--- src/rtl/lookup_scheduler_pkg.sv ---
// Shared types and helpers for the lookup scheduler: source-id tag type and
// the pointer-width helper used to size the ingress and tag FIFOs.
package lookup_scheduler_pkg;

    localparam int SRC_W = 1;

    // One tag entry: the source that owns an in-flight lookup.
    typedef logic [SRC_W-1:0] tag_t;

    // Number of address bits needed to index 'value' entries (value >= 2).
    function automatic int log2_f(input int value);
        int result;
        result = 0;
        for (int i = 0; i < 31; i++) begin
            if (value > (32'sd1 <<< i)) begin
                result = i + 1;
            end
        end
        return result;
    endfunction

endpackage

--- src/rtl/lookup_scheduler_fifo.sv ---
// sched_fifo: small synchronous FIFO with occupancy count, a pop of up to two
// entries per cycle, and combinational peek of the head and head+1 entries.
module sched_fifo
    import lookup_scheduler_pkg::*;
#(
    parameter int WIDTH = 8,
    parameter int DEPTH = 4
) (
    input  logic                   clk,
    input  logic                   rst_n,
    input  logic                   push,
    input  logic [WIDTH-1:0]       push_data,
    input  logic [1:0]             pop_cnt,
    output logic [WIDTH-1:0]       head,
    output logic [WIDTH-1:0]       head_next,
    output logic [log2_f(DEPTH):0] count,
    output logic                   full,
    output logic                   empty
);

    localparam int PTR_W = log2_f(DEPTH);
    localparam int CNT_W = PTR_W + 1;

    logic [WIDTH-1:0] mem_r [DEPTH];
    logic [PTR_W-1:0] rd_ptr_r;
    logic [PTR_W-1:0] wr_ptr_r;
    logic [CNT_W-1:0] count_r;
    logic             push_ok_s;

    // A push into a full FIFO is dropped; the caller's ready gates it anyway.
    assign full      = (count_r == CNT_W'(DEPTH));
    assign empty     = (count_r == {CNT_W{1'b0}});
    assign push_ok_s = push & ~full;
    assign head      = mem_r[rd_ptr_r];
    assign head_next = mem_r[rd_ptr_r + PTR_W'(1'b1)];
    assign count     = count_r;

    // Entry storage; contents are only meaningful below the occupancy count.
    always_ff @(posedge clk) begin
        if (push_ok_s) begin
            mem_r[wr_ptr_r] <= push_data;
        end
    end

    // Read/write pointers and occupancy; the caller never pops more than count.
    always_ff @(posedge clk or negedge rst_n) begin
        if (!rst_n) begin
            rd_ptr_r <= {PTR_W{1'b0}};
            wr_ptr_r <= {PTR_W{1'b0}};
            count_r  <= {CNT_W{1'b0}};
        end else begin
            if (push_ok_s) begin
                wr_ptr_r <= wr_ptr_r + PTR_W'(1'b1);
            end
            rd_ptr_r <= rd_ptr_r + PTR_W'(pop_cnt);
            count_r  <= count_r + CNT_W'(push_ok_s) - CNT_W'(pop_cnt);
        end
    end

endmodule

--- src/rtl/lookup_scheduler.sv ---
// lookup_scheduler: two-source ingress scheduler feeding the dual-port
// classification pipeline, with per-port source tags used to route results.
module lookup_scheduler
    import lookup_scheduler_pkg::*;
#(
    parameter int PACKET_WIDTH = 104,
    parameter int RULE_ID      = 14,
    parameter int FIFO_DEPTH   = 4,
    parameter int TAG_DEPTH    = 16
) (
    input  logic                    clk,
    input  logic                    RSTn,
    input  logic [PACKET_WIDTH-1:0] src0_packet,
    input  logic                    src0_valid,
    output logic                    src0_ready,
    input  logic [PACKET_WIDTH-1:0] src1_packet,
    input  logic                    src1_valid,
    output logic                    src1_ready,
    output logic [PACKET_WIDTH-1:0] packet_out1,
    output logic [PACKET_WIDTH-1:0] packet_out2,
    output logic                    data_valid_out1,
    output logic                    data_valid_out2,
    input  logic [RULE_ID-1:0]      rule_id_in1,
    input  logic [RULE_ID-1:0]      rule_id_in2,
    input  logic                    data_valid_in1,
    input  logic                    data_valid_in2,
    input  logic                    action_valid_in1,
    input  logic                    action_valid_in2,
    output logic                    res_valid_a,
    output logic                    res_valid_b,
    output logic                    res_src_a,
    output logic                    res_src_b,
    output logic [RULE_ID-1:0]      res_rule_id_a,
    output logic [RULE_ID-1:0]      res_rule_id_b,
    output logic                    res_hit_a,
    output logic                    res_hit_b,
    output logic                    err_orphan
);

    localparam int FCNT_W = log2_f(FIFO_DEPTH) + 1;
    localparam int TCNT_W = log2_f(TAG_DEPTH) + 1;

    // Ingress FIFO status
    logic [PACKET_WIDTH-1:0] in0_head_s, in0_next_s, in1_head_s, in1_next_s;
    logic [FCNT_W-1:0]       in0_count_s, in1_count_s;
    logic                    in0_full_s, in1_full_s, in0_empty_s, in1_empty_s;
    logic [1:0]              pop0_s, pop1_s;

    // Tag FIFO status
    tag_t                    tag1_head_s, tag2_head_s;
    tag_t                    tag1_next_unused_s, tag2_next_unused_s;
    logic [TCNT_W-1:0]       tag1_count_unused_s, tag2_count_unused_s;
    logic                    tag1_full_s, tag2_full_s, tag1_empty_s, tag2_empty_s;
    logic                    tag1_pop_s, tag2_pop_s;

    // Issue decision
    logic                    rr_r, rr_nxt_s, both_ne_s;
    logic                    first_has_s, second_has_s, first_go_s, second_go_s;
    logic [PACKET_WIDTH-1:0] first_pkt_s, second_pkt_s;
    tag_t                    first_src_s, second_src_s;
    logic                    iss1_v_s, iss2_v_s;
    logic [PACKET_WIDTH-1:0] iss1_pkt_s, iss2_pkt_s;
    tag_t                    iss1_src_s, iss2_src_s;

    // Registered pipeline-facing outputs
    logic [PACKET_WIDTH-1:0] packet_out1_r, packet_out2_r;
    logic                    data_valid_out1_r, data_valid_out2_r;

    // Result routing
    logic                    la_v_s, lb_v_s, orphan_s;
    tag_t                    la_src_s, lb_src_s;
    logic [RULE_ID-1:0]      la_rule_s, lb_rule_s;
    logic                    la_hit_s, lb_hit_s;
    logic                    res_valid_a_r, res_valid_b_r, res_src_a_r, res_src_b_r;
    logic [RULE_ID-1:0]      res_rule_id_a_r, res_rule_id_b_r;
    logic                    res_hit_a_r, res_hit_b_r, err_orphan_r;

    sched_fifo #(.WIDTH(PACKET_WIDTH), .DEPTH(FIFO_DEPTH)) u_in0 (
        .clk(clk), .rst_n(RSTn), .push(src0_valid), .push_data(src0_packet),
        .pop_cnt(pop0_s), .head(in0_head_s), .head_next(in0_next_s),
        .count(in0_count_s), .full(in0_full_s), .empty(in0_empty_s)
    );

    sched_fifo #(.WIDTH(PACKET_WIDTH), .DEPTH(FIFO_DEPTH)) u_in1 (
        .clk(clk), .rst_n(RSTn), .push(src1_valid), .push_data(src1_packet),
        .pop_cnt(pop1_s), .head(in1_head_s), .head_next(in1_next_s),
        .count(in1_count_s), .full(in1_full_s), .empty(in1_empty_s)
    );

    sched_fifo #(.WIDTH(SRC_W), .DEPTH(TAG_DEPTH)) u_tag1 (
        .clk(clk), .rst_n(RSTn), .push(iss1_v_s), .push_data(iss1_src_s),
        .pop_cnt({1'b0, tag1_pop_s}), .head(tag1_head_s), .head_next(tag1_next_unused_s),
        .count(tag1_count_unused_s), .full(tag1_full_s), .empty(tag1_empty_s)
    );

    sched_fifo #(.WIDTH(SRC_W), .DEPTH(TAG_DEPTH)) u_tag2 (
        .clk(clk), .rst_n(RSTn), .push(iss2_v_s), .push_data(iss2_src_s),
        .pop_cnt({1'b0, tag2_pop_s}), .head(tag2_head_s), .head_next(tag2_next_unused_s),
        .count(tag2_count_unused_s), .full(tag2_full_s), .empty(tag2_empty_s)
    );

    // Ready is purely count-based: a full FIFO never accepts, even while popping.
    assign src0_ready = ~in0_full_s;
    assign src1_ready = ~in1_full_s;

    // Pick up to two candidates: the rr source first when both have data,
    // otherwise the single source's head then its second entry.
    always_comb begin
        both_ne_s    = 1'b0;
        first_has_s  = 1'b0;
        second_has_s = 1'b0;
        first_pkt_s  = {PACKET_WIDTH{1'b0}};
        second_pkt_s = {PACKET_WIDTH{1'b0}};
        first_src_s  = 1'b0;
        second_src_s = 1'b0;
        case ({~in1_empty_s, ~in0_empty_s})
            2'b11: begin
                both_ne_s    = 1'b1;
                first_has_s  = 1'b1;
                second_has_s = 1'b1;
                if (rr_r) begin
                    first_pkt_s  = in1_head_s;
                    first_src_s  = 1'b1;
                    second_pkt_s = in0_head_s;
                    second_src_s = 1'b0;
                end else begin
                    first_pkt_s  = in0_head_s;
                    first_src_s  = 1'b0;
                    second_pkt_s = in1_head_s;
                    second_src_s = 1'b1;
                end
            end
            2'b01: begin
                first_has_s  = 1'b1;
                first_pkt_s  = in0_head_s;
                first_src_s  = 1'b0;
                second_has_s = (in0_count_s >= FCNT_W'(2));
                second_pkt_s = in0_next_s;
                second_src_s = 1'b0;
            end
            2'b10: begin
                first_has_s  = 1'b1;
                first_pkt_s  = in1_head_s;
                first_src_s  = 1'b1;
                second_has_s = (in1_count_s >= FCNT_W'(2));
                second_pkt_s = in1_next_s;
                second_src_s = 1'b1;
            end
            default: begin
                first_has_s  = 1'b0;
                second_has_s = 1'b0;
            end
        endcase
    end

    // Map candidates onto eligible ports (port2 stands in for a blocked port1)
    // and derive the per-source dequeue counts and next rr pointer.
    always_comb begin
        iss1_v_s    = 1'b0;
        iss2_v_s    = 1'b0;
        iss1_pkt_s  = {PACKET_WIDTH{1'b0}};
        iss2_pkt_s  = {PACKET_WIDTH{1'b0}};
        iss1_src_s  = 1'b0;
        iss2_src_s  = 1'b0;
        first_go_s  = 1'b0;
        second_go_s = 1'b0;
        if (!tag1_full_s) begin
            iss1_v_s   = first_has_s;
            iss1_pkt_s = first_pkt_s;
            iss1_src_s = first_src_s;
            first_go_s = first_has_s;
            if (!tag2_full_s) begin
                iss2_v_s    = second_has_s;
                iss2_pkt_s  = second_pkt_s;
                iss2_src_s  = second_src_s;
                second_go_s = second_has_s;
            end else begin
                second_go_s = 1'b0;
            end
        end else if (!tag2_full_s) begin
            iss2_v_s   = first_has_s;
            iss2_pkt_s = first_pkt_s;
            iss2_src_s = first_src_s;
            first_go_s = first_has_s;
        end else begin
            first_go_s = 1'b0;
        end
        pop0_s = {1'b0, first_go_s & ~first_src_s[0]} + {1'b0, second_go_s & ~second_src_s[0]};
        pop1_s = {1'b0, first_go_s &  first_src_s[0]} + {1'b0, second_go_s &  second_src_s[0]};
        if (both_ne_s && first_go_s) begin
            rr_nxt_s = ~rr_r;
        end else begin
            rr_nxt_s = rr_r;
        end
    end

    // Pipeline-facing registers: valid per issue cycle, header held when idle.
    always_ff @(posedge clk or negedge RSTn) begin
        if (!RSTn) begin
            rr_r              <= 1'b0;
            data_valid_out1_r <= 1'b0;
            data_valid_out2_r <= 1'b0;
            packet_out1_r     <= {PACKET_WIDTH{1'b0}};
            packet_out2_r     <= {PACKET_WIDTH{1'b0}};
        end else begin
            rr_r              <= rr_nxt_s;
            data_valid_out1_r <= iss1_v_s;
            data_valid_out2_r <= iss2_v_s;
            if (iss1_v_s) begin
                packet_out1_r <= iss1_pkt_s;
            end
            if (iss2_v_s) begin
                packet_out2_r <= iss2_pkt_s;
            end
        end
    end

    // Returning results: port1 takes lane a when present, else port2 does;
    // lane b is used only when both ports return together.
    always_comb begin
        tag1_pop_s = data_valid_in1 & ~tag1_empty_s;
        tag2_pop_s = data_valid_in2 & ~tag2_empty_s;
        orphan_s   = (data_valid_in1 & tag1_empty_s) | (data_valid_in2 & tag2_empty_s);
        lb_v_s     = data_valid_in1 & data_valid_in2 & ~tag2_empty_s;
        lb_src_s   = tag2_head_s;
        lb_rule_s  = rule_id_in2;
        lb_hit_s   = action_valid_in2;
        if (data_valid_in1) begin
            la_v_s    = ~tag1_empty_s;
            la_src_s  = tag1_head_s;
            la_rule_s = rule_id_in1;
            la_hit_s  = action_valid_in1;
        end else begin
            la_v_s    = data_valid_in2 & ~tag2_empty_s;
            la_src_s  = tag2_head_s;
            la_rule_s = rule_id_in2;
            la_hit_s  = action_valid_in2;
        end
    end

    // Result lane registers and the sticky orphan flag.
    always_ff @(posedge clk or negedge RSTn) begin
        if (!RSTn) begin
            res_valid_a_r   <= 1'b0;
            res_valid_b_r   <= 1'b0;
            res_src_a_r     <= 1'b0;
            res_src_b_r     <= 1'b0;
            res_rule_id_a_r <= {RULE_ID{1'b0}};
            res_rule_id_b_r <= {RULE_ID{1'b0}};
            res_hit_a_r     <= 1'b0;
            res_hit_b_r     <= 1'b0;
            err_orphan_r    <= 1'b0;
        end else begin
            res_valid_a_r <= la_v_s;
            res_valid_b_r <= lb_v_s;
            err_orphan_r  <= err_orphan_r | orphan_s;
            if (la_v_s) begin
                res_src_a_r     <= la_src_s[0];
                res_rule_id_a_r <= la_rule_s;
                res_hit_a_r     <= la_hit_s;
            end
            if (lb_v_s) begin
                res_src_b_r     <= lb_src_s[0];
                res_rule_id_b_r <= lb_rule_s;
                res_hit_b_r     <= lb_hit_s;
            end
        end
    end

    assign packet_out1     = packet_out1_r;
    assign packet_out2     = packet_out2_r;
    assign data_valid_out1 = data_valid_out1_r;
    assign data_valid_out2 = data_valid_out2_r;
    assign res_valid_a     = res_valid_a_r;
    assign res_valid_b     = res_valid_b_r;
    assign res_src_a       = res_src_a_r;
    assign res_src_b       = res_src_b_r;
    assign res_rule_id_a   = res_rule_id_a_r;
    assign res_rule_id_b   = res_rule_id_b_r;
    assign res_hit_a       = res_hit_a_r;
    assign res_hit_b       = res_hit_b_r;
    assign err_orphan      = err_orphan_r;

endmodule

--- config.mk ---
export PLATFORM = sky130hd
export DESIGN_NAME = lookup_scheduler
export DESIGN_NICKNAME = d
export VERILOG_FILES = /design/src/rtl/lookup_scheduler_pkg.sv /design/src/rtl/lookup_scheduler_fifo.sv /design/src/rtl/lookup_scheduler.sv
export SDC_FILE = /design/constraint.sdc
export NUM_CORES = 2
export LEC_CHECK = 0
export BUFFER_PORTS_ARGS = -buffer_cell sky130_fd_sc_hd__buf_4
export CORE_UTILIZATION = 51
export CTS_BUF_LIST = sky130_fd_sc_hd__clkbuf_8
export DETAILED_ROUTE_END_ITERATION = 16
export PLACE_DENSITY_LB_ADDON = 0.25
export SKIP_LAST_GASP = 1
export SYNTH_ARGS = -nofsm -noshare
export SYNTH_HDL_FRONTEND = slang
export SYNTH_SLANG_ARGS = --single-unit
export TNS_END_PERCENT = 100
--- constraint.sdc ---
create_clock -name clk -period 3.23 [get_ports clk]
set_input_delay 0.1615 -clock clk [delete_from_list [all_inputs] [get_ports clk]]
set_output_delay 0.1615 -clock clk [all_outputs]
set_load 0.02 [all_outputs]
# ---- Yosys cells after proc, flatten, opt, wreduce, memory -nomap -nowiden
# Memories as Yosys holds them, arrays and structs flattened.
# Cells that the tools add are included.
dict set report classes {
  order_cmp 2
  n_mux 37
  bitwise 27
  div 0
  n_mul 0
  reduce_logical 6
  shifts 0
  n_eq_ne 7
  n_addsub 20
}
# op n
set ops {}
lappend ops {{$mux W104} 6}
lappend ops {{$pmux W104 S3} 2}
lappend ops {{$mux W1} 25}
lappend ops {{$and A1 B1 Y1} 14}
lappend ops {{$mux W14} 1}
lappend ops {{$not A1 Y1} 11}
lappend ops {{$add A5 B1 Y5} 2}
lappend ops {{$eq A5 B5 Y1 const B} 2}
lappend ops {{$logic_not A5 Y1} 2}
lappend ops {{$sub A5 B1 Y5} 2}
lappend ops {{$add A2 B1 Y2 const B} 4}
lappend ops {{$add A4 B1 Y4} 2}
lappend ops {{$add A4 B1 Y4 const B} 2}
lappend ops {{$add A3 B1 Y3} 2}
lappend ops {{$eq A3 B3 Y1 const B} 2}
lappend ops {{$ge A3 B2 Y1 const B} 2}
lappend ops {{$logic_not A3 Y1} 2}
lappend ops {{$sub A3 B2 Y3} 2}
lappend ops {{$add A1 B1 Y2} 2}
lappend ops {{$add A2 B2 Y2} 2}
lappend ops {{$eq A2 B2 Y1 const B} 2}
lappend ops {{$pmux W1 S2} 2}
lappend ops {{$pmux W1 S3} 1}
lappend ops {{$reduce_or A3 Y1} 1}
lappend ops {{other kinds (3)} 4}
dict set report totals {
  inputBits 244
  word_cells 129
  out_inout_bits 247
  romBits 0
  mem_count 4
  ramBits 864
  reg_bits 286
  latch_bits 0
}
# name words width read_ports rd_clocked_by_memory_dff wr line
set memory_table {}
lappend memory_table {u_in0.mem_r 4 104 2 0 1 lookup_scheduler_fifo.sv:24} ;# logic [WIDTH-1:0] mem_r [DEPTH];
lappend memory_table {u_in1.mem_r 4 104 2 0 1 lookup_scheduler_fifo.sv:24}
lappend memory_table {u_tag1.mem_r 16 1 1 0 1 lookup_scheduler_fifo.sv:24}
lappend memory_table {u_tag2.mem_r 16 1 1 0 1 lookup_scheduler_fifo.sv:24}

# ---- Logic depth before layout (Yosys ltp)
dict set report depth {
  ltp_word 10
  depth_mapped 15
  ltp_nobuf 14
}

# ---- Hierarchy
# A second synthesis with hierarchy kept.
dict set report hier_totals {
  cells_unflattened 2883
  hier_area_um2 52818.2
}
# module seq_area_each_um2 cells_each instances area_per_inst_um2
set modules_own_cells {}
lappend modules_own_cells {{sched_fifo (u_in1)} 12667.1 712 1 17956.0}
lappend modules_own_cells {{sched_fifo (u_in0)} 12667.1 712 1 17942.2}
lappend modules_own_cells {lookup_scheduler 6155.9 1203 1 13631.8}
lappend modules_own_cells {{sched_fifo (u_tag1 ...)} 805.8 128 2 1644.1}

# ---- Worst setup path before layout
# OpenSTA, ideal clock, no wires.
dict set report synth_path {
  path_type {reg-to-reg}
  from {register u_in0.count_r[0], in the netlist u_in0.count[0]}
  to {memory u_in0.mem_r[0][0] (netlist name) (enable)}
  n_path_buf 0
  stages_incl_launch_ff 4
  setup_time_ns 0.476
  synth_period_minus_slack_ns 3.693
  path_slack_ns -0.463
  required_ns 2.754
  arrival_ns 3.217
  path_cell_list {dfrtp_1 -> inv_1 -> nand3b_1 -> and3_1}
}
dict set report synth_between {
  elab_chain_len 5
}
# element line
set synth_rtl {}
lappend synth_rtl {{from (decl)} lookup_scheduler_fifo.sv:27} ;# logic [CNT_W-1:0] count_r;
lappend synth_rtl {{from (signal assigned)} lookup_scheduler_fifo.sv:50} ;# count_r <= {CNT_W{1'b0}};
lappend synth_rtl {{from (signal assigned)} lookup_scheduler_fifo.sv:56} ;# count_r <= count_r + CNT_W'(push_ok_s) - CNT_W'(pop_cnt);
lappend synth_rtl {{$eq A3 B3 Y1} lookup_scheduler_fifo.sv:31} ;# assign full = (count_r == CNT_W'(DEPTH));
lappend synth_rtl {{$not A1 Y1} --}
lappend synth_rtl {{via src0_ready} lookup_scheduler.sv:15} ;# output logic src0_ready,
lappend synth_rtl {{$and A1 B1 Y1} lookup_scheduler_fifo.sv:33} ;# assign push_ok_s = push & ~full;
lappend synth_rtl {{$mux W1} lookup_scheduler_fifo.sv:40} ;# if (push_ok_s) begin
lappend synth_rtl {{$mux W1 (not written as such)} lookup_scheduler_fifo.sv:41} ;# mem_r[wr_ptr_r] <= push_data;
lappend synth_rtl {{to (decl)} lookup_scheduler_fifo.sv:24}
# The timed path passes the listed nets, and every way through them passes these cells.

# ---- Worst setup path in the final report
dict set report layout_path {
  from {register u_in0.count_r[1], in the netlist u_in0.count[1]}
  to {register u_in0.count_r[2], in the netlist u_in0.count[2]}
}
dict set report layout_between {
  elab_chain_len 10
  word_cells_on_any_way 25
  classes_between {add/sub (3); order compare (1); eq/ne (4); mux (8); bitwise (7); reduce/logical (2)}
}
# element line
set layout_rtl {}
lappend layout_rtl {{$logic_not A3 Y1} lookup_scheduler_fifo.sv:32} ;# assign empty = (count_r == {CNT_W{1'b0}});
lappend layout_rtl {{$not A1 Y1} lookup_scheduler.sv:116} ;# case ({~in1_empty_s, ~in0_empty_s})
lappend layout_rtl {{$eq A2 B2 Y1 or $eq A2 B1 Y1 (tied branches)} lookup_scheduler.sv:116}
lappend layout_rtl {{$reduce_or A3 Y1 (no source line)} --}
lappend layout_rtl {{$mux W1} lookup_scheduler.sv:116}
lappend layout_rtl {{$mux W1} lookup_scheduler.sv:180} ;# end else if (!tag2_full_s) begin
lappend layout_rtl {{$mux W1} lookup_scheduler.sv:167} ;# if (!tag1_full_s) begin
lappend layout_rtl {{$and A1 B1 Y1} lookup_scheduler.sv:188} ;# pop0_s = {1'b0, first_go_s & ~first_src_s[0]} + {1'b0, second_go_s & ~second_src_s[0]};
lappend layout_rtl {{$add A1 B1 Y2} lookup_scheduler.sv:188}
lappend layout_rtl {{$sub A3 B2 Y3 *} lookup_scheduler_fifo.sv:56}
# Mark *: on every way between the ends. The rest lies on a longest branch, timed or not.
# A chain may end at the register's enable or synchronous reset.

==> results.ini <==
[power]
pwr-share-seq=0.343
power_frac_clock=0.191
swShare=0.386
p_sw_mw=26.4
power.density_nw_per_um2=1050
leakage_nw=23.9
power_frac_comb=0.467
irDropWorstVdd_mv=0.957
p_int_mw=41.9

[layout]
area_delta_synth_final_pct=25.9
drive_gt1_frac=0.340
final_cell_area_um2=64900
multiInputGateArea_um2=17300
fin_nets=4126
regArea_um2=33100
fillers=6802

[sta]
worst_pin_slew_ns=1.21
fin_crit_sh=0.949
finalHoldViolCount=0
fmax_mhz=326
finalClockSkew_ns=0.0348
final-max-slew-violation-count=0
finalSetupViolations=0
final.setup.worst_slack_ns=0.164
slew_headroom=0.191
rsz0062_at_grt=yes
fin_tns_setup_ns=0
min_period_ns=3.07

[synth]
synth_area_leaders=edfxtp_1 (50%), mux4_2 (19%), dfrtp_1 (14%)
syn_area_um2=51500
synth_top_family_by_area=multiplexers
synth-edff-count=864
synth_top_cell_by_area=edfxtp_1
synthAdderAreaFrac=0.0118
synthesis.nets=3230
syn_area_per_cell_um2=17.5
yosysUniqueCellTypes=50
synthMuxAreaShare=0.205
ys.flop_type=edfxtp_1
yosysWarnings=0
ys_top_cells_by_count=edfxtp_1 (864), mux4_2 (425), dfrtp_1 (286)
syn_inst=2940
synth_compound_area_frac=0.0939
synth_xor_area_frac=0.00510
synth.most_common_cell=edfxtp_1
yosys_register_bits=1150
synth_top_cell_area_share=0.504
seq_area_frac_synth=0.643
async_flop_share=0.249
yosys.area_share.simple=0.0177

[floorplanning]
num_rows=116
die_area_um2=102000
io_pins=491
start_util=0.514
dieWidth_um=320
core-area_um2=100000
die_h_um=320

[setup_path]
critPathLaunch=u_in0.count[1]$_DFF_PN0_
cp_slowest_stage_delay_ns=0.43
cp_max_fo=7
crit_chain=or3_1, buf_4, o21ai_2, buf_4, a21oi_1, ha_1, ha_1, inv_1, ha_1, inv_1, fa_1, xnor2_1, xnor2_1
worst_r2r_endpoint=u_in0.count[2]$_DFF_PN0_
cp_common_cell=ha_1
cp_top_family=adder cells
cp_slowest_cell=dfrtp_1
start_kind=register
worstSetupEndpointType=register
reg2reg_from=u_in0.count[1]$_DFF_PN0_
required_ns=4.00
r2r_slack_ns=0.16
crit_cells=13
critPathKind=reg2reg
cp_num_buf_inv=4
ff2ff_path_depth=13
crit_end=u_in0.count[2]$_DFF_PN0_
cp.arrival_ns=3.84

[placed_design]
port_buffers=490
place_area_um2=57200
dp_hpwl_um=87500
gp_congestion=0.821
dp_slack_ns=0.144

[clock_network]
clock_path_buffers=3
clk_latency_ns=0.87
cts_root_buf=clkbuf_8
cts_buffers=189
cts_max_level=4
clock_sinks=1150
clkTransAtPathRegs_ns=0.06
cts_tree=yes

[routing]
drt_iter0_drc=3952
vias_per_cell=6.58
drc=0
drtPass1Iterations=5
post_drt_wl_per_cell_um=28.8
routed_wirelength_um=153000
ant_nets=0
vias=34991

[grt]
grt_pass1_vias=36759
grtUsageTotal=0.299
met3_usage=0.0640
grt_max_degree=153
gr-usage-met1=0.388
grt_antenna_before_repair=21
use_met2=0.483
grt_pass1_wl_um=227000
top_usage_layer=met2
grt_overflow=0

[flow_run]
max-cap-violations=0

[worst_hold_path]
hp-class=in2reg

[outcome]
status=finished clean

==> stage by stage <==
step / instances / power [mW] / hold slack (ns) / util
3_3_place_gp: 4576 / 53.4 / 0.274 / 0.571
2_1_floorplan: 2940 / 43.5 / -0.134 / -
3_5_place_dp: 4576 / 54.7 / 0.279 / 0.571
4_1_cts: 5301 / 68.1 / 0.000388 / 0.647
5_1_grt: 5316 / 71.4 / 0.0160 / 0.648
6_report: 5318 / 68.3 / 0.0641 / 0.648
==> cells by family (layout without fill, tap and decap cells) <==
family / count (synthesis) / count (layout)
XOR/XNOR: 30 / 30
flip-flops: 1150 / 1150
buffers and inverters: 286 / 1349
AND/OR/NAND/NOR: 201 / 201
AO/OA/AOI/OAI: 710 / 710
other: 0 / 17
adder cells (fa/ha/maj): 46 / 46
multiplexers: 517 / 517
==> area by class of cell <==
class,count,share of cell area
Antenna cell,17,0.000656
Clock buffer,232,0.0492
Clock inverter,126,0.0115
Inverter,41,0.00245
Multi-Input combinational cell,1504,0.266
Sequential cell,1150,0.510
Tap cell,1298,0.0250
Timing Repair Buffer,950,0.134
==> state kept, by name, indices dropped and copies added, names as in the netlist, 3 cells and up <==
register	count
u_in0.mem_r	416
u_in1.mem_r	416
packet_out1	104
packet_out2	104
u_tag1.mem_r	16
u_tag2.mem_r	16
res_rule_id_a	14
res_rule_id_b	14
u_tag1.count	5
u_tag2.count	5
u_tag1.rd_ptr_r	4
u_tag1.wr_ptr_r	4
u_tag2.rd_ptr_r	4
u_tag2.wr_ptr_r	4
u_in0.count	3
u_in1.count	3
==> worst register-to-register path, stage by stage, from the launching register on <==
cell and delay (ns):
dfrtp_1 0.43, or3_1 0.41, buf_4 0.19, o21ai_2 0.13, buf_4 0.16, a21oi_1 0.07
ha_1 0.32, ha_1 0.29, inv_1 0.06, ha_1 0.13, inv_1 0.05, fa_1 0.43
xnor2_1 0.18, xnor2_1 0.13
==> how the worst min path moves through the flow <==
stage / from / to / slack (ns) / cells after the start
after floorplan: RSTn / data_valid_out1$_DFF_PN0_ / -0.13 / 0
after global placement: RSTn / res_hit_b$_DFFE_PN0P_ / 0.27 / 1
after detailed placement: RSTn / res_hit_b$_DFFE_PN0P_ / 0.28 / 1
after CTS: src1_packet[4] / u_in1.mem_r[1][4]$_DFFE_PP_ / 0.0004 / 2
after global routing: src1_packet[29] / u_in1.mem_r[3][29]$_DFFE_PP_ / 0.02 / 2
final: src0_packet[30] / u_in0.mem_r[0][30]$_DFFE_PP_ / 0.06 / 2
==> routing by layer <==
layer | wire, µm | share of wire | vias to the layer above
li1 | - | - | 14127
met1 | 57300 | 0.37 | 18083
met2 | 75100 | 0.49 | 2316
met3 | 14400 | 0.094 | 453
met4 | 6440 | 0.042 | 12
met5 | 81 | 0.00053 | -
==> power by group through the flow <==
stage                     clock network, mW  logic (mW)  registers (mW)
after floorplan                           0        19.5            24.0
after global placement                    0        30.2            23.3
after detailed placement                  0        31.1            23.5
after CTS                              13.2        31.6            23.3
after global routing                   13.9        33.8            23.7
final                                  13.0        31.9            23.4
==> what timing repair did <==
| item | in CTS | in global routing |
|---|---|---|
| hold buffers | 367 | 0 |
| endpoints found under the setup margin | 0 | 2 |
| resized for setup | 0 | 2 |
| setup buffers | 0 | 0 |
| endpoints found under the hold margin | 1280 | 0 |
==> layout by cell type, fill, tap and decap left out, types with 46 or more instances in the layout <==
| cell type | netlist | layout |
|---|---|---|
| nor2_1 | 124 | 123 |
| o21ai_0 | 81 | 81 |
| a221oi_1 | 95 | 95 |
| buf_4 | 9 | 531 |
| mux2i_1 | 46 | 46 |
| inv_1 | 39 | 104 |
| mux4_2 | 425 | 425 |
| a22oi_1 | 163 | 163 |
| dlygate4sd3_1 | 0 | 366 |
| a21oi_1 | 216 | 216 |
| buf_12 | 0 | 51 |
| edfxtp_1 | 864 | 864 |
| mux2_2 | 46 | 46 |
| a22o_1 | 104 | 104 |
| clkbuf_8 | 0 | 232 |
| dfrtp_1 | 286 | 281 |
Power figures use the tool's default switching activity.
